## config.mk

```make
export PLATFORM = sky130hd
export DESIGN_NAME = wb_cam_dma
export DESIGN_NICKNAME = d
export VERILOG_FILES = /design/src/rtl/wb_cam_dma.sv
export SDC_FILE = /design/constraint.sdc
export NUM_CORES = 1
export LEC_CHECK = 0
export BUFFER_PORTS_ARGS = -buffer_cell sky130_fd_sc_hd__buf_2
export CAP_MARGIN = 20
export CORE_MARGIN = 5
export CORE_UTILIZATION = 55
export DETAILED_ROUTE_END_ITERATION = 8
export PLACE_DENSITY = 0.92
export SKIP_CTS_REPAIR_TIMING = 1
export SLEW_MARGIN = 20
export SYNTH_ARGS = -nofsm -noshare
export SYNTH_HDL_FRONTEND = slang
export SYNTH_SLANG_ARGS = --single-unit
```

## constraint.sdc

```tcl
create_clock -name clk -period 2.3 [get_ports clk]
set_input_delay 0 -clock clk [delete_from_list [all_inputs] [get_ports clk]]
set_output_delay 0 -clock clk [all_outputs]
set_load 0.005 [all_outputs]
```

## src/rtl/wb_cam_dma.sv

```systemverilog
// Wishbone DMA master: triggers a camera capture, reads pixels one by one and packs
// four per big-endian word into a linear frame buffer. Optional ack watchdog: WB_CAM_DMA_TIMEOUT_EN.
module wb_cam_dma #(
    parameter logic [31:0] CAM_BASE       = 32'h0000_0000,
    parameter logic [31:0] MEM_BASE       = 32'h0000_0000,
    parameter int          PIXEL_COUNT    = 19200,
    parameter int          TIMEOUT_CYCLES = 1024
) (
    input  logic        clk,
    input  logic        rst,
    input  logic        start,
    output logic        busy,
    output logic        done,
    output logic        err,
    output logic [31:0] wb_adr_o,
    output logic [31:0] wb_dat_o,
    input  logic [31:0] wb_dat_i,
    output logic        wb_we_o,
    output logic [3:0]  wb_sel_o,
    output logic        wb_cyc_o,
    output logic        wb_stb_o,
    input  logic        wb_ack_i
);

    typedef enum logic [3:0] {
        S_IDLE, S_TRIG1, S_TRIG0, S_LEER1, S_RD, S_LEER0, S_MEMWR, S_GAP, S_FIN
    } state_t;

    localparam logic [20:0] PIX_TOTAL = 21'(PIXEL_COUNT);

    state_t      state_reg, state_next;
    state_t      ret_reg, ret_next;
    logic [31:0] pack_reg, pack_next;
    logic [1:0]  byte_idx_reg, byte_idx_next;
    logic [20:0] pix_cnt_reg, pix_cnt_next;
    logic [21:0] offset_reg, offset_next;
    logic        err_reg, err_next;
    logic        unused_bits;

`ifdef WB_CAM_DMA_TIMEOUT_EN
    localparam logic [31:0] TMO_LAST = 32'(TIMEOUT_CYCLES - 1);
    logic [31:0] tmo_cnt_reg, tmo_cnt_next;
    assign unused_bits = ^wb_dat_i[31:8];
`else
    assign unused_bits = ^{wb_dat_i[31:8], TIMEOUT_CYCLES[0]};
`endif

    assign wb_sel_o = 4'hF;
    assign wb_stb_o = wb_cyc_o;
    assign busy     = (state_reg != S_IDLE) && (state_reg != S_FIN);
    assign done     = (state_reg == S_FIN);
    assign err      = err_reg;

    always_comb begin
        state_next    = state_reg;
        ret_next      = ret_reg;
        pack_next     = pack_reg;
        byte_idx_next = byte_idx_reg;
        pix_cnt_next  = pix_cnt_reg;
        offset_next   = offset_reg;
        err_next      = err_reg;
        wb_cyc_o      = 1'b0;
        wb_we_o       = 1'b0;
        wb_adr_o      = 32'h0;
        wb_dat_o      = 32'h0;

        case (state_reg)
            S_IDLE: begin
                if (start) begin
                    state_next    = S_TRIG1;
                    pack_next     = 32'h0;
                    byte_idx_next = 2'd0;
                    pix_cnt_next  = 21'd0;
                    offset_next   = 22'd0;
                    err_next      = 1'b0;
                end
            end
            S_TRIG1: begin
                wb_cyc_o = 1'b1;
                wb_we_o  = 1'b1;
                wb_adr_o = CAM_BASE + 32'd4;
                wb_dat_o = 32'd1;
                if (wb_ack_i) begin
                    ret_next   = S_TRIG0;
                    state_next = S_GAP;
                end
            end
            S_TRIG0: begin
                wb_cyc_o = 1'b1;
                wb_we_o  = 1'b1;
                wb_adr_o = CAM_BASE + 32'd4;
                if (wb_ack_i) begin
                    ret_next   = S_LEER1;
                    state_next = S_GAP;
                end
            end
            S_LEER1: begin
                wb_cyc_o = 1'b1;
                wb_we_o  = 1'b1;
                wb_adr_o = CAM_BASE + 32'd8;
                wb_dat_o = 32'd1;
                if (wb_ack_i) begin
                    ret_next   = S_RD;
                    state_next = S_GAP;
                end
            end
            S_RD: begin
                wb_cyc_o = 1'b1;
                wb_adr_o = CAM_BASE;
                if (wb_ack_i) begin
                    // First pixel of a word lands in the most significant byte
                    case (byte_idx_reg)
                        2'd0:    pack_next[31:24] = wb_dat_i[7:0];
                        2'd1:    pack_next[23:16] = wb_dat_i[7:0];
                        2'd2:    pack_next[15:8]  = wb_dat_i[7:0];
                        default: pack_next[7:0]   = wb_dat_i[7:0];
                    endcase
                    byte_idx_next = byte_idx_reg + 2'd1;
                    ret_next      = S_LEER0;
                    state_next    = S_GAP;
                end
            end
            S_LEER0: begin
                wb_cyc_o = 1'b1;
                wb_we_o  = 1'b1;
                wb_adr_o = CAM_BASE + 32'd8;
                if (wb_ack_i) begin
                    pix_cnt_next = pix_cnt_reg + 21'd1;
                    if ((byte_idx_reg == 2'd0) || (pix_cnt_reg + 21'd1 == PIX_TOTAL))
                        ret_next = S_MEMWR;
                    else
                        ret_next = S_LEER1;
                    state_next = S_GAP;
                end
            end
            S_MEMWR: begin
                wb_cyc_o = 1'b1;
                wb_we_o  = 1'b1;
                wb_adr_o = MEM_BASE + {10'd0, offset_reg};
                wb_dat_o = pack_reg;
                if (wb_ack_i) begin
                    offset_next   = offset_reg + 22'd4;
                    pack_next     = 32'h0;
                    byte_idx_next = 2'd0;
                    ret_next      = (pix_cnt_reg == PIX_TOTAL) ? S_FIN : S_LEER1;
                    state_next    = S_GAP;
                end
            end
            S_GAP:   state_next = ret_reg;
            S_FIN:   state_next = S_IDLE;
            default: state_next = S_IDLE;
        endcase

`ifdef WB_CAM_DMA_TIMEOUT_EN
        tmo_cnt_next = (wb_cyc_o && !wb_ack_i) ? tmo_cnt_reg + 32'd1 : 32'd0;
        // Abort overrides whatever access state we are stuck in
        if (wb_cyc_o && !wb_ack_i && (tmo_cnt_reg == TMO_LAST)) begin
            tmo_cnt_next = 32'd0;
            err_next     = 1'b1;
            state_next   = S_FIN;
        end
`endif
    end

    always_ff @(posedge clk or negedge rst) begin
        if (!rst) begin
            state_reg    <= S_IDLE;
            ret_reg      <= S_IDLE;
            pack_reg     <= 32'h0;
            byte_idx_reg <= 2'd0;
            pix_cnt_reg  <= 21'd0;
            offset_reg   <= 22'd0;
            err_reg      <= 1'b0;
`ifdef WB_CAM_DMA_TIMEOUT_EN
            tmo_cnt_reg  <= 32'd0;
`endif
        end else begin
            state_reg    <= state_next;
            ret_reg      <= ret_next;
            pack_reg     <= pack_next;
            byte_idx_reg <= byte_idx_next;
            pix_cnt_reg  <= pix_cnt_next;
            offset_reg   <= offset_next;
            err_reg      <= err_next;
`ifdef WB_CAM_DMA_TIMEOUT_EN
            tmo_cnt_reg  <= tmo_cnt_next;
`endif
        end
    end

endmodule

```

# [Word-level counts from Yosys, hierarchy flattened]
# Cells that the tools add are included.
[totals] output_inout_bits=74 input_bits=36 elab_cells=95 ff_bits=85
[op_classes] add_sub_neg=3 eq_ne=25 muxes=34 reduce_logical=24
[op_table] operator="2-to-1 mux 32 bit" count=3
[op_table] operator="case mux 32 bit (3 select lines)" count=1
[op_table] operator="case mux 22 bit (3 select lines)" count=1
[op_table] operator="case mux 32 bit (2 select lines)" count=1
[op_table] operator="2-to-1 mux 22 bit" count=2
[op_table] operator="case mux 22 bit (2 select lines)" count=1
[op_table] operator="== test 21 x 15 -> 1 bit, second input constant" count=2
[op_table] operator="2-to-1 mux 21 bit" count=2
[op_table] operator="case mux 21 bit (2 select lines)" count=1
[op_table] operator="2-to-1 mux 4 bit" count=9
[op_table] operator="2-to-1 mux 8 bit" count=4
[op_table] operator="case mux 4 bit (6 select lines)" count=1
[op_table] operator="adder 22 x 3 -> 22 bit, second input constant" count=1
[op_table] operator="adder 21 x 1 -> 21 bit, second input constant" count=1
[op_table] operator="!= test 2 bit, second input constant" count=10
[op_table] operator="AND reduction 5 bit" count=4
[op_table] operator="== test 4 x 3 -> 1 bit, second input constant" count=4
[op_table] operator="case mux 4 bit (3 select lines)" count=1
[op_table] operator="== test 4 x 2 -> 1 bit, second input constant" count=2
[op_table] operator="AND reduction 7 bit" count=1
[op_table] operator="2-to-1 mux 2 bit" count=3
[op_table] operator="case mux 2 bit (3 select lines)" count=1
[op_table] operator="AND reduction 3 bit" count=2
[op_table] operator="nonzero test 6 bit" count=1
[op_table] operator="other kinds (22)" count=27

# [Depth between registers and ports, before layout]
# Gate-level depths: netlist of the first run.
[depth] ltp_word=6 mapped_depth=9 mapped_depth_nobuf=7

# [Worst setup path before layout of the first run]
# Ideal clock, no wire load.
[synth_timing] path_type="flip-flop to flip-flop" start="register pix_cnt_reg[0]" end="register ret_reg[0]" arrival_ns=1.835 synth_period_minus_slack_ns=1.954 t_required_ns=2.181 path_slack_ns=0.346 stages_incl_launch_ff=8 setup_ns=0.119 n_path_buf=0 path_cell_list="dfrtp_1 > ha_1 > nand3_1 > xnor2_1 > nand4_1 > a2111oi_4 > a31oi_1 > a21bo_1"
[synth_via] elab_chain_cells=6 elab_cells_between_ends=9 classes_between="1 x add/sub; 2 x eq/ne; 5 x mux; 1 x reduce/logical"
[synth_rtl] item="from (decl)" line_no="35" rtl="logic [20:0] pix_cnt_reg, pix_cnt_next;"
[synth_rtl] item="from (signal assigned)" line_no="182" rtl="pix_cnt_reg <= pix_cnt_next;"
[synth_rtl] item="adder 21 x 1 -> 21 bit" line_no="129" rtl="if ((byte_idx_reg == 2'd0) || (pix_cnt_reg + 21'd1 == PIX_TOTAL))"
[synth_rtl] item="== test 21 x 15 -> 1 bit" line_no="129"
[synth_rtl] item="logical OR 1 bit" line_no="129"
[synth_rtl] item="2-to-1 mux 3 bit" line_no="129"
[synth_rtl] item="2-to-1 mux 4 bit" line_no="127" rtl="if (wb_ack_i) begin"
[synth_rtl] item="case mux 4 bit (6 select lines) (*)" line_no="67" rtl="case (state_reg)"
[synth_rtl] item="to (signal assigned)" line_no="179" rtl="ret_reg <= ret_next;"
[synth_rtl] item="to (decl)" line_no="32" rtl="state_t ret_reg, ret_next;"
# Mark *: on every way between the ends. The rest lies on a longest branch, timed or not. The select of a mux whose other input is x is not followed.
# A chain may end at the register's enable or synchronous reset.

# [Worst setup path in the final report of the first run]
[layout_timing] start="register state_reg[2]" end="register pack_reg[23]"
[layout_via] elab_chain_cells=3 elab_cells_between_ends=10 classes_between="6 x eq/ne; 1 x mux; 3 x reduce/logical"
[layout_rtl] item="from (decl)" line_no="31" rtl="state_t state_reg, state_next;"
[layout_rtl] item="from (signal assigned)" line_no="178" rtl="state_reg <= state_next;"
[layout_rtl] item="== test 4 x 3 -> 1 bit / zero test 4 bit (equally long branches)" line_no="67"
[layout_rtl] item="!= test 2 x 1 -> 1 bit (no line), or another cell as far along"
[layout_rtl] item="AND reduction 5 bit (no line)"
[layout_rtl] item="to (signal assigned)" line_no="180" rtl="pack_reg <= pack_next;"
[layout_rtl] item="to (decl)" line_no="33" rtl="logic [31:0] pack_reg, pack_next;"
# Several ways; a longest one is shown, not always the timed one.

==> impl_metrics.csv, run 1 <==
group,metric,value,unit
yosys,synthMuxAreaShare,0.747,%
floorplan,die-width,104,um
placed_design,gp_congestion,0.956,
cts,clk_pin_slew,0.09,ns
layout,finalNonFillerCells,747,
status,status,"finished, final reports clean",
min_path,hold_start,"wb_dat_i[5]",
global_route,grt_use_total,21.0,%
global_route,grt_overflow,0,
layout,layout-drive-gt1-share,19.2,%
min_path,holdPathStages,3,
floorplan,initial_core_util,56.0,%
detailed_routing,viasPerCell,5.90,
placed_design,dp_slack,0.175,ns
detailed_routing,drt-pass1-iter-count,7,
floorplan,die_height,104,um
cts,tritoncts.num_buffers,9,
yosys,synth_area_leaders,"dfrtp_1 43%, o21ai_0 7.6%, and3_1 6.7%, nand2_1 5.6%, nor2_1 3.6%",
placed_design,numPortBuffers,68,
global_route,grt_pass1_vias,4162,
power,sequentialPowerShare,42.6,%
yosys,synth_adder_area_share,1.80,%
yosys,synthArstFlopShare,100,%
detailed_routing,drc,0,
worst_setup_path,cp.required,2.48,ns
worst_setup_path,startpoint_type,"flip-flop",
worst_setup_path,r2r-end,"pack_reg[23]",
yosys,synth-simple-area-share,28.1,%
worst_setup_path,arrival,2.38,ns
detailed_routing,vias,4407,
power,net-switching-power,0.00172,W
timing,hold_viol,0,
yosys,netlist_instances,572,
yosys,ys_warn_count,0,
power,leakage,2.77,nW
worst_setup_path,cp_slowest_cell,"dfrtp_1",
yosys,synth_area,4860,sq um
worst_setup_path,cp_cell_sequence,"nor3b_2 -> a21oi_1 -> nor3_2 -> o21ai_1 -> nand2_1 -> o21ai_0",
min_path,hold_end,"pack_reg[29]",
timing,fin_ws,0.106,ns
power,clock_power_share,24.9,%
timing,period_needed,2.19,ns
timing,worstMarginPinSlew,1.05,ns
detailed_routing,antenna_left,0,
floorplan,rows,34,
yosys,yosysTopAreaCell,"dfrtp_1",
cts,clock-root-buffer,"clkbuf_8",
cts,clock_path_buffers,2,
floorplan,io_pins,110,
global_route,antenna_found_initial,0,
yosys,synth_top_flop_cell,"dfrtp_1",
timing,max_slew_margin,29.3,%
yosys,synth_compound_area_share,16.0,%
worst_setup_path,path_class,"reg -> reg",
worst_setup_path,r2r-start,"state_reg[2]",
timing,setup-violations-final,0,
timing,grt_setup_unrepaired,"true",
detailed_routing,wire_per_inst,15.8,um
worst_setup_path,endpoint_kind,"flip-flop",
placed_design,dp_hpwl,8080,um
layout,n_antenna_cell,0,
floorplan,coreArea,8680,sq um
power,ir_worst_vdd,435,uV
power,switching_share,38.9,%
worst_setup_path,reg2regPathDepth,6,
layout,largest_reg_flops,32,
yosys,yosys.area.top_type_share,42.8,%
timing,fin_worst_skew,0.0163,ns
power,pwr-share-comb,32.6,%
yosys,synth-seq-area-share,42.8,%
layout,syn_to_final_growth,13.4,%
yosys,ys_seq_elements,83,
yosys,synth-xor-area-share,2.89,%
timing,slew_viol_final,0,
cts,htreeDepth,3,
detailed_routing,routed_wl,11800,um
timing,min_period_over_period,95.4,%
placed_design,dp.cells,724,
cts,numClockSinks,83,
global_route,grt_pass1_wl,19700,um
power,internal_power,0.00270,W
yosys,synth_enable_flop_cells,0,
detailed_routing,drt-initial-drc-count,217,
layout,nets,677,
yosys,ys_types,54,
flow_run,drv_cap,0,
min_path,hold_class,"in -> reg",
worst_setup_path,cp_max_fo,16,
power,powerDensity,802,nW/um^2
cts,cts_tree,"built",
global_route,grt_max_degree,84,
cts,clk_latency,0.35,ns
floorplan,die_area,10800,sq um
worst_setup_path,critPathMaxStageDelay,0.48,ns
yosys,synth_top_family_by_area,"simple AND/OR/NAND/NOR gates",
timing,fmax,0.456,GHz
yosys,syn_avg_cell_area,8.49,sq um
worst_setup_path,r2r_slack,0.11,ns
==> worst max-delay path by stage <==
stage	startpoint	to	slack [ns]
after floorplan	pix_cnt_reg[0]	ret_reg[0]	0.35
after global placement	pix_cnt_reg[3]	ret_reg[0]	0.24
after detailed placement	pix_cnt_reg[0]	ret_reg[2]	0.18
after CTS	state_reg[0]	wb_adr_o[3]	0.15
after global routing	state_reg[2]	pack_reg[0]	-0.06
final	state_reg[2]	pack_reg[23]	0.11
==> kinds of logic (layout without fill, tap and decap cells) <==
kind of cell    after synthesis  count (layout)
simple gates                257             257
compound gates              135             135
flops                        83              83
buf+inv                      69             121
xor+xnor                     16              16
fa+ha+maj                     7               7
mux                           3               3
other cells                   2              17
==> synth_stat cells (2+ instances only) <==
library cell and number:
o31ai_1 10, o22ai_1 6, nor2_1 47, dfrtp_1 83
clkbuf_1 24, inv_1 14, buf_4 20, nand2_1 73
and4_1 3, ha_1 7, o41ai_1 3, nor2b_1 5
nand2b_1 3, o21ai_1 8, and2_1 7, xnor2_1 4
nor3_1 7, and3_1 52, nand3_1 22, buf_2 8
buf_6 3, or3_1 6, a31oi_1 3, a21oi_1 22
nand4_1 17, xor2_1 12, o21ai_0 74, nor3_2 2
conb_1 2
==> power by group through the flow <==
| stage | registers, W | logic (W) | clock network [W] |
|---|---|---|---|
| 6_report | 0.00188 | 0.00144 | 0.00110 |
| 5_1_grt | 0.00191 | 0.00160 | 0.00118 |
| 4_1_cts | 0.00187 | 0.00140 | 0.00111 |
| 3_5_place_dp | 0.00190 | 0.00138 | 0 |
| 3_3_place_gp | 0.00188 | 0.00131 | 0 |
| 2_1_floorplan | 0.00182 | 0.00105 | 0 |
==> critical path, delay by kind of cell (launching register included) <==
family          cells  cell delay [ns]
compound gates      3             0.67
flops               1             0.48
simple gates        3             0.88
==> area by class of cell <==
type / instances / area, sq um
Fill cell: 698 / 3170
Multi-Input combinational cell: 435 / 2490
Sequential cell: 83 / 2080
Timing Repair Buffer: 91 / 546
Clock buffer: 10 / 138
Tap cell: 108 / 135
Clock inverter: 6 / 72.6
Inverter: 14 / 52.6
==> metrics by stage <==
stage                     total power [W]  hold WS (ns)  cell area (sq um)  utilization, %  TNS [ns]
after global routing              0.00468        0.0115               5510            63.5    -0.430
after global placement            0.00319        0.0665               5210            60.1         0
final                             0.00442       0.00254               5510            63.5         0
after detailed placement          0.00328        0.0658               5210            60.1         0
after CTS                         0.00439        -0.321               5420            62.5         0
after floorplan                   0.00287        -0.296               4910               -         0
==> routing by layer <==
metal | share of wire, % | GRT usage (%) | vias to the layer above
met3 | 5.9 | 4.97 | 23
met1 | 42 | 27.2 | 2117
met2 | 51 | 35.6 | 162
met5 | 0 | 0 | -
li1 | - | - | 2105
met4 | 1.6 | 5.37 | 0
==> cell usage in the layout (no fill, tap or decap), types with 4 or more instances in the layout <==
master,count
buf_2,67
xnor2_1,4
nor3_1,7
a21oi_1,22
o31ai_1,10
conb_1,17
or3_1,6
inv_1,14
nand3_1,22
o22ai_1,6
buf_4,16
nand2_1,73
nand4_1,17
o21ai_1,7
xor2_1,12
dlygate4sd3_1,7
dfrtp_1,82
and3_1,52
and2_1,6
o21ai_0,74
ha_1,7
clkbuf_8,10
nor2_1,46
Power figures use the tool's default switching activity.
==> run 2, diff against run 1 <==
--- a/config.mk
+++ b/config.mk
@@ -8,9 +8,9 @@
 export BUFFER_PORTS_ARGS = -buffer_cell sky130_fd_sc_hd__buf_2
 export CAP_MARGIN = 20
 export CORE_MARGIN = 5
-export CORE_UTILIZATION = 55
+export CORE_UTILIZATION = 59
 export DETAILED_ROUTE_END_ITERATION = 8
-export PLACE_DENSITY = 0.92
+export PLACE_DENSITY = 0.95
 export SKIP_CTS_REPAIR_TIMING = 1
 export SLEW_MARGIN = 20
 export SYNTH_ARGS = -nofsm -noshare
==> constraint.sdc (replaced) <==
create_clock -name clk -period 2.65 [get_ports clk]
set_input_delay 0 -clock clk [delete_from_list [all_inputs] [get_ports clk]]
set_output_delay 0 -clock clk [all_outputs]
set_load 0.005 [all_outputs]
==> impl_metrics.csv, run 2 (same netlist as run 1, synthesis figures left out) <==
group,metric,value,unit
status,status,"finished, violations left",
status,failed_checks,"negative hold slack",
cts,clock_path_buffers,2,
timing,min_period_over_period,87.5,%
worst_setup_path,cp_max_fo,8,
layout,syn_to_final_growth,11.9,%
detailed_routing,vias,4455,
cts,cts_tree,"built",
layout,nFillCells,630,
min_path,hold_class,"in -> reg",
cts,clock-root-buffer,"clkbuf_8",
power,powerDensity,702,nW/um^2
timing,hold_viol,3,
layout,n_antenna_cell,0,
global_route,antenna_found_initial,0,
power,net-switching-power,0.00148,W
power,clock_power_share,25.2,%
detailed_routing,routed_wl,11700,um
layout,ff_latch_area,2080,sq um
floorplan,io_pins,110,
worst_setup_path,path_class,"reg -> reg",
power,leakage,2.73,nW
layout,final_common_cell,"dfrtp_1",
detailed_routing,antenna_left,0,
timing,tns,0,ns
floorplan,die_height,101,um
flow_run,drv_cap,0,
floorplan,die-width,101,um
timing,grt_setup_unrepaired,"false",
layout,multiInputGateArea,2470,sq um
power,power,0.00381,W
floorplan,rows,33,
placed_design,place_area,5150,sq um
detailed_routing,drt-pass1-iter-count,5,
power,internal_power,0.00233,W
timing,worstMarginPinSlew,1.05,ns
placed_design,dp_hpwl,8020,um
power,sequentialPowerShare,43.1,%
cts,tritoncts.num_buffers,9,
global_route,grt_use_total,22.7,%
timing,fmax,0.431,GHz
timing,fin_hold_ws,-0.0101,ns
floorplan,die_area,10100,sq um
worst_setup_path,cp.required,2.91,ns
layout,nets,671,
timing,fin_worst_skew,0.0100,ns
floorplan,coreArea,8130,sq um
layout,final_cell_mix,"83 x dfrtp_1, 74 x o21ai_0, 73 x nand2_1",
timing,max_slew_margin,29.8,%
cts,clk_latency,0.37,ns
power,ir_worst_vdd,281,uV
power,switching_share,38.9,%
cts,numClockSinks,83,
power,pwr-share-comb,31.6,%
timing,setup-violations-final,0,
global_route,grt_pass1_vias,3986,
placed_design,numPortBuffers,68,
worst_setup_path,endpoint_kind,"flip-flop",
layout,final_area,5440,sq um
layout,largest_reg_flops,32,
layout,layout-drive-gt1-share,17.9,%
floorplan,initial_core_util,59.7,%
detailed_routing,viasPerCell,6.04,
detailed_routing,drt-initial-drc-count,340,
cts,htreeDepth,3,
timing,period_needed,2.32,ns
global_route,grt_overflow,0,
cts,clk_pin_slew,0.09,ns
detailed_routing,drc,0,
timing,slew_viol_final,0,
global_route,grt_max_degree,84,
worst_setup_path,arrival,2.58,ns
global_route,grt_pass1_wl,18800,um
worst_setup_path,startpoint_type,"flip-flop",
placed_design,gp_congestion,0.942,
detailed_routing,wire_per_inst,15.9,um
run 2: changes by cell type in the layout (fill, tap and decap cells not counted), sizes merged:
cell / before / now
clkinvlp: 1 / 2
inv: 15 / 16
buf: 84 / 78
clkinv: 3 / 1
run 2: path summary, 6_finish.rpt:
| path | cells after the start | slack (ns) | endpoint | start |
|---|---|---|---|---|
| worst max-delay path | 7 | 0.33 | ret_reg[0] | pix_cnt_reg[0] |
| worst min-delay path | 3 | -0.01 | pack_reg[17] | wb_dat_i[1] |
| worst max register to register | 7 | 0.33 | ret_reg[0] | pix_cnt_reg[0] |
| worst min register to register | 2 | 0.48 | pack_reg[6] | pack_reg[6] |
| max in group asynchronous | 2 | 1.90 | pix_cnt_reg[2] | rst |
| min in group asynchronous | 2 | 0.23 | pack_reg[12] | rst |
run 2: stage by stage:
| stage | cells | setup WS, ns | util, % |
|---|---|---|---|
| after floorplan | 587 | 0.696 | - |
| after global placement | 715 | 0.477 | 63.3 |
| after detailed placement | 715 | 0.381 | 63.3 |
| after CTS | 731 | 0.334 | 65.9 |
| after global routing | 738 | 0.127 | 66.8 |
| final | 738 | 0.331 | 66.8 |
run 2: layout make-up:
| class | instances | share of cell area [%] |
|---|---|---|
| clock inverters | 6 | 1.31 |
| well taps | 105 | 2.42 |
| clock buffers | 10 | 2.53 |
| flip-flops and latches | 83 | 38.2 |
| inverters | 14 | 0.967 |
| multi-input cells | 435 | 45.5 |
| repair buffers | 85 | 9.05 |
run 2: layer usage:
layer | GRT usage [%] | share of wire [%] | vias up
met1 | 28.3 | 40 | 2125
met4 | 11.4 | 2.9 | 0
li1 | - | - | 2094
met2 | 38.3 | 50 | 194
met3 | 3.46 | 6.9 | 42
met5 | 0 | 0 | -
run 2: power by group through the flow:
stage | Clock, W | Combinational (W) | Sequential, W
after floorplan | 0 | 0.000913 | 0.00158
after global placement | 0 | 0.00111 | 0.00164
after detailed placement | 0 | 0.00117 | 0.00166
after CTS | 0.000972 | 0.00118 | 0.00164
after global routing | 0.00103 | 0.00135 | 0.00167
final | 0.000962 | 0.00121 | 0.00165
run 2: worst max-delay path: stages, from the launching register on:
cell       delay, ns
dfrtp_1         0.51
ha_1            0.31
nand3_1         0.25
xnor2_1         0.24
nand4_1         0.18
a2111oi_4       0.38
a31oi_1         0.15
a21bo_1         0.21
